### config.mk
export PLATFORM = sky130hd
export DESIGN_NAME = proc_token_sched
export DESIGN_NICKNAME = d
export VERILOG_FILES = /design/src/rtl/proc_token_sched.sv
export SDC_FILE = /design/constraint.sdc
export NUM_CORES = 1
export LEC_CHECK = 0
export BUFFER_PORTS_ARGS = -buffer_cell sky130_fd_sc_hd__buf_2
export CAP_MARGIN = 5
export CELL_PAD_IN_SITES_DETAIL_PLACEMENT = 1
export CELL_PAD_IN_SITES_GLOBAL_PLACEMENT = 1
export CORE_ASPECT_RATIO = 1.25
export CORE_UTILIZATION = 45
export DETAILED_ROUTE_END_ITERATION = 8
export PLACE_DENSITY_LB_ADDON = 0.15
export SLEW_MARGIN = 25
export SYNTH_ARGS = -nofsm -noshare
export SYNTH_HDL_FRONTEND = slang
export SYNTH_SLANG_ARGS = --single-unit
export TNS_END_PERCENT = 5
### constraint.sdc
create_clock -name clk -period 3.3 [get_ports clk]
set_clock_uncertainty 0.2 [all_clocks]
set_input_delay 0.66 -clock clk [delete_from_list [all_inputs] [get_ports clk]]
set_output_delay 0.66 -clock clk [all_outputs]
set_load 0.02 [all_outputs]
### src/rtl/proc_token_sched.sv
// proc_token_sched: round-robin token scheduler for cooperating processes.
// Pending wake bits are latched per process; one winner at a time is granted.
// Ports in : clk, rst_n, start, ext_wake, delay_cfg, done,
//            wake_tgt_vld, wake_tgt
// Ports out: grant, grant_id, busy, finish, stall, wake_ovf, act_cnt
module proc_token_sched #(
    parameter int NPROC   = 3,
    parameter int DLY_W   = 4,
    parameter int MAX_ACT = 6,
    parameter int CNT_W   = 8,
    parameter int IDW     = $clog2(NPROC)
) (
    input  logic             clk,
    input  logic             rst_n,
    input  logic             start,
    input  logic [NPROC-1:0] ext_wake,
    input  logic [DLY_W-1:0] delay_cfg,
    input  logic             done,
    input  logic             wake_tgt_vld,
    input  logic [IDW-1:0]   wake_tgt,
    output logic [NPROC-1:0] grant,
    output logic [IDW-1:0]   grant_id,
    output logic             busy,
    output logic             finish,
    output logic             stall,
    output logic             wake_ovf,
    output logic [CNT_W-1:0] act_cnt
);

    typedef enum logic [2:0] {
        S_IDLE,
        S_ARB,
        S_DELAY,
        S_RUN,
        S_FINISH
    } state_t;

    state_t           r_state;
    logic [NPROC-1:0] r_pending;
    logic [NPROC-1:0] r_grant;
    logic [IDW-1:0]   r_rr_ptr;
    logic [IDW-1:0]   r_grant_id;
    logic [DLY_W-1:0] r_dcnt;
    logic             r_busy;
    logic             r_finish;
    logic             r_stall;
    logic             r_wake_ovf;
    logic [CNT_W-1:0] r_act_cnt;

    logic             w_active;
    logic             w_done_fire;
    logic             w_tgt_bad;
    logic             w_dup;
    logic [NPROC-1:0] w_ext;
    logic [NPROC-1:0] w_done_wake;
    logic [NPROC-1:0] w_wake;

    logic             w_hi_found;
    logic             w_lo_found;
    logic             w_found;
    logic [IDW-1:0]   w_hi_win;
    logic [IDW-1:0]   w_lo_win;
    logic [IDW-1:0]   w_win;
    logic [IDW-1:0]   w_rr_next;
    logic [NPROC-1:0] w_win_oh;
    logic [CNT_W-1:0] w_cnt_inc;
    logic             w_last;

    function automatic logic [NPROC-1:0] f_onehot(
        input logic [IDW-1:0] id
    );
        logic [NPROC-1:0] v;
        v = '0;
        for (int i = 0; i < NPROC; i++) begin
            if (int'(id) == i) begin
                v[i] = 1'b1;
            end
        end
        return v;
    endfunction

    // Wake sources: external pulses and the wake carried by done.
    // Both are ignored while the scheduler is idle or finished.
    always_comb begin
        w_active    = (r_state != S_IDLE) && (r_state != S_FINISH);
        w_done_fire = (r_state == S_RUN) && done;
        w_ext       = w_active ? ext_wake : '0;
        w_done_wake = '0;
        w_tgt_bad   = 1'b0;
        if (w_done_fire && wake_tgt_vld) begin
            if (int'(wake_tgt) < NPROC) begin
                w_done_wake = f_onehot(wake_tgt);
            end else begin
                w_tgt_bad = 1'b1;
            end
        end
        w_wake = w_ext | w_done_wake;
        // A wake is lost if its bit is already pending or both
        // sources hit the same bit in one cycle.
        w_dup  = (|(w_wake & r_pending)) ||
                 (|(w_ext & w_done_wake));
    end

    // Round-robin search: lowest pending index at or above rr_ptr,
    // otherwise lowest pending index below it (wrap).
    always_comb begin
        w_hi_found = 1'b0;
        w_lo_found = 1'b0;
        w_hi_win   = '0;
        w_lo_win   = '0;
        for (int j = NPROC - 1; j >= 0; j--) begin
            if (r_pending[j]) begin
                if (j >= int'(r_rr_ptr)) begin
                    w_hi_found = 1'b1;
                    w_hi_win   = IDW'(j);
                end else begin
                    w_lo_found = 1'b1;
                    w_lo_win   = IDW'(j);
                end
            end
        end
        w_found   = w_hi_found | w_lo_found;
        w_win     = w_hi_found ? w_hi_win : w_lo_win;
        w_win_oh  = w_found ? f_onehot(w_win) : '0;
        w_rr_next = (int'(w_win) == NPROC - 1) ?
                    '0 : w_win + IDW'(1);
        w_cnt_inc = (r_act_cnt >= CNT_W'(MAX_ACT)) ?
                    r_act_cnt : r_act_cnt + CNT_W'(1);
        w_last    = (w_cnt_inc == CNT_W'(MAX_ACT));
    end

    always_ff @(posedge clk or negedge rst_n) begin
        if (!rst_n) begin
            r_state    <= S_IDLE;
            r_pending  <= '0;
            r_grant    <= '0;
            r_rr_ptr   <= '0;
            r_grant_id <= '0;
            r_dcnt     <= '0;
            r_busy     <= 1'b0;
            r_finish   <= 1'b0;
            r_stall    <= 1'b0;
            r_wake_ovf <= 1'b0;
            r_act_cnt  <= '0;
        end else begin
            if (w_active) begin
                r_pending <= r_pending | w_wake;
            end
            if (w_dup || w_tgt_bad) begin
                r_wake_ovf <= 1'b1;
            end
            unique case (r_state)
                S_IDLE, S_FINISH: begin
                    if (start) begin
                        r_pending  <= NPROC'(1);
                        r_act_cnt  <= '0;
                        r_stall    <= 1'b0;
                        r_wake_ovf <= 1'b0;
                        r_rr_ptr   <= '0;
                        r_finish   <= 1'b0;
                        r_busy     <= 1'b1;
                        r_state    <= S_ARB;
                    end
                end
                S_ARB: begin
                    if (w_found) begin
                        // Clear the winner first so a wake to it in
                        // this same cycle re-arms it.
                        r_pending  <= (r_pending & ~w_win_oh) | w_wake;
                        r_grant_id <= w_win;
                        r_rr_ptr   <= w_rr_next;
                        r_dcnt     <= delay_cfg;
                        if (delay_cfg != '0) begin
                            r_state <= S_DELAY;
                        end else begin
                            r_grant <= w_win_oh;
                            r_state <= S_RUN;
                        end
                    end else begin
                        r_stall <= 1'b1;
                        r_busy  <= 1'b0;
                        r_state <= S_IDLE;
                    end
                end
                S_DELAY: begin
                    if (r_dcnt <= DLY_W'(1)) begin
                        r_dcnt  <= '0;
                        r_grant <= f_onehot(r_grant_id);
                        r_state <= S_RUN;
                    end else begin
                        r_dcnt <= r_dcnt - DLY_W'(1);
                    end
                end
                S_RUN: begin
                    if (done) begin
                        r_grant   <= '0;
                        r_act_cnt <= w_cnt_inc;
                        if (w_last) begin
                            r_finish <= 1'b1;
                            r_busy   <= 1'b0;
                            r_state  <= S_FINISH;
                        end else begin
                            r_state <= S_ARB;
                        end
                    end
                end
                default: begin
                    r_state <= S_IDLE;
                end
            endcase
        end
    end

    assign grant    = r_grant;
    assign grant_id = r_grant_id;
    assign busy     = r_busy;
    assign finish   = r_finish;
    assign stall    = r_stall;
    assign wake_ovf = r_wake_ovf;
    assign act_cnt  = r_act_cnt;

endmodule

==> impl_metrics.env <==
export IMPL_swShare=0.449
export IMPL_ctsHoldBuffers=0
export IMPL_final_common_cell="buf_2"
export IMPL_crit_end="r_state[0]"
export IMPL_remaining_drc_errors=0
export IMPL_yosys_register_bits=29
export IMPL_cts_root_buf="clkbuf_8"
export IMPL_p_seq_frac=0.363
export IMPL_tns_ns=0
export IMPL_htreeDepth=2
export IMPL_nets=220
export IMPL_synth_edff_count=0
export IMPL_core_area_sq_mm=0.00351
export IMPL_overflow=0
export IMPL_clk_insertion_delay_late_ns=0.28
export IMPL_timing_rr_end="r_state[0]"
export IMPL_ir_drop_v=0.000574
export IMPL_max_stage_delay_ns=0.52
export IMPL_cp_arrival_ns=2.21
export IMPL_track_usage=0.260
export IMPL_comb_power_share=0.481
export IMPL_slowest_stage="or4b_1"
export IMPL_timing_slew_headroom=0.564
export IMPL_worstReg2RegStart="act_cnt[0]"
export IMPL_grt_setup_unrepaired="no"
export IMPL_path_cells="inv_1, ha_1, or4b_1, a211o_1, a21oi_1, o22ai_1"
export IMPL_die_area_sq_mm=0.00398
export IMPL_wl_per_cell_um=18.6
export IMPL_synth_ff_type="dfrtp_1"
export IMPL_fp_dieW_um=56.7
export IMPL_port_buffers=30
export IMPL_avgSynthCellArea_sq_um=9.77
export IMPL_regArea_sq_um=726
export IMPL_synth_fp_nets=190
export IMPL_synthCells=172
export IMPL_grt_pass1_vias=1619
export IMPL_hpwl_um=3280
export IMPL_cts_sinks=29
export IMPL_diodes=0
export IMPL_mostFrequentLayoutCells="buf_2 (30), dfrtp_1 (29), nand2_1 (12)"
export IMPL_cts_tree="done"
export IMPL_vias_per_cell=6.24
export IMPL_num_io_pins=31
export IMPL_synthesis_area_sq_mm=0.00168
export IMPL_end_kind="flip-flop"
export IMPL_cts_setup_buffers=0
export IMPL_vias=1505
export IMPL_worstPathMaxFanout=5
export IMPL_rr_worst_depth=6
export IMPL_power_density_mw_per_mm2=976
export IMPL_power_switching_uw=844
export IMPL_firstDrtPassIters=4
export IMPL_cp_required_ns=3.25
export IMPL_cp_start_kind="flip-flop"
export IMPL_worstSetupStartpoint="act_cnt[0]"
export IMPL_hold_path_class="in2async"
export IMPL_initial_core_util=0.478
export IMPL_place_congestion=0.827
export IMPL_dp_cells=234
export IMPL_routed_wl_um=4480
export IMPL_async_flop_share=1.00
export IMPL_std_cell_rows=24
export IMPL_yosysWarnings=0
export IMPL_max_cap_violations=0
export IMPL_power_uw=1880
export IMPL_setup_violations=0
export IMPL_cts_buffer_depth=2
export IMPL_yosys_cell_types_count=55
export IMPL_num_fill_cells=418
export IMPL_stdcell_count=241
export IMPL_final_util=0.548
export IMPL_fin_crit_sh=0.683
export IMPL_ant_nets=0
export IMPL_slew_viol_final=0
export IMPL_cts_buffers=5
export IMPL_r2r_setup_slack_ns=1.05
export IMPL_drt_iter0_markers=76
export IMPL_grt_pass1_wl_um=7890
export IMPL_cts_resized=0
export IMPL_fmax_mhz=444
export IMPL_grt_max_degree=30
export IMPL_fin_crit_ns=2.25
export IMPL_drive_gt1_frac=0.223
export IMPL_die_y_um=70.3
export IMPL_power_leakage_uw=0.000895
export IMPL_finalHoldViolations=0
export IMPL_p_int_uw=1030
export IMPL_p_clk_frac=0.156
export IMPL_path_clk_slew_ns=0.06
export IMPL_antenna_found_initial=0
export IMPL_status="complete, no violations"
export IMPL_areaGrowthSynthToFinish_pct=14.5
export IMPL_critPathKind="reg2reg"
export IMPL_synth_sequential_area_ratio=0.432
export IMPL_multi_input_area_sq_um=891
export IMPL_tightest_slew_ns=0.653
power by group through the flow:
stage / registers (uW) / logic (uW) / clock network [uW]
final: 682 / 903 / 293
after detailed placement: 682 / 893 / 0
after global routing: 710 / 1000 / 312
after CTS: 680 / 909 / 301
after global placement: 666 / 846 / 0
after floorplan: 676 / 644 / 0
logic make-up (layout without fill, tap and decap cells):
logic type / after synthesis / in the layout / synth area share
AO/OA/AOI/OAI: 54 / 54 / 0.229
adder cells (fa/ha/maj): 4 / 4 / 0.0298
buffers and inverters: 13 / 43 / 0.0380
flip-flops: 29 / 29 / 0.432
multiplexers: 7 / 7 / 0.0477
AND/OR/NAND/NOR: 65 / 65 / 0.224
per-layer routing:
metal  vias up  global-route usage  routed length [um]
met5         -                   0                   0
met4         0               0.114                 121
met3        13              0.0481                 150
met2        35               0.472                2400
met1       750               0.290                1800
li1        707                   -                   -
worst min path at each step:
| stage | startpoint | end | slack, ns | depth (start not counted) |
|---|---|---|---|---|
| after detailed placement | finish | finish | 0.28 | 1 |
| after global routing | rst_n | act_cnt[0] | 0.27 | 1 |
| after floorplan | rst_n | act_cnt[0] | 0.16 | 0 |
| after CTS | rst_n | r_state[0] | 0.23 | 1 |
| after global placement | finish | finish | 0.26 | 1 |
| final | rst_n | act_cnt[1] | 0.21 | 1 |
sequential cells by signal (all words and copies together), names as in the netlist:
signal,cells
act_cnt,8
stall,1
busy,1
finish,1
r_rr_ptr,2
r_dcnt,4
wake_ovf,1
r_pending,3
grant_id,2
r_state,3
grant,3
worst max-delay path: cells and delay by family (launching register included):
family	cells	cell delay [ns]
AOI/OAI and AO/OA	3	0.68
adders and majority gates	1	0.23
buffers and inverters	1	0.10
DFF	1	0.40
and+or+nand+nor	1	0.52
area by class of cell:
| type | instances | area share |
|---|---|---|
| Clock buffer | 7 | 0.0449 |
| Inverter | 6 | 0.0117 |
| Multi-Input combinational cell | 130 | 0.463 |
| Sequential cell | 29 | 0.377 |
| Tap cell | 39 | 0.0254 |
| Timing Repair Buffer | 30 | 0.0780 |
synth_stat cells (all sizes together) (3+ instances only):
cell / number / area share
a21o: 3 / 0.013
a21oi: 7 / 0.021
a31oi: 5 / 0.019
and2: 5 / 0.019
buf: 5 / 0.020
dfrtp: 29 / 0.43
ha: 4 / 0.030
inv: 6 / 0.013
mux2i: 5 / 0.030
nand2: 12 / 0.027
nand2b: 8 / 0.030
nand3b: 3 / 0.013
nor2: 10 / 0.022
nor2b: 4 / 0.015
nor3: 7 / 0.024
nor4: 3 / 0.011
o211ai: 4 / 0.018
o21ai: 8 / 0.024
o22ai: 4 / 0.015
through the flow:
| stage | instance area [sq um] | hold WS (ns) | worst slack (ns) |
|---|---|---|---|
| global route | 1920 | 0.275 | 0.948 |
| finish | 1920 | 0.205 | 1.05 |
| detailed placement | 1840 | 0.276 | 1.04 |
| floorplan | 1680 | 0.164 | 1.14 |
| global placement | 1840 | 0.257 | 1.10 |
| CTS | 1920 | 0.227 | 1.05 |
Power figures use the tool's default switching activity.
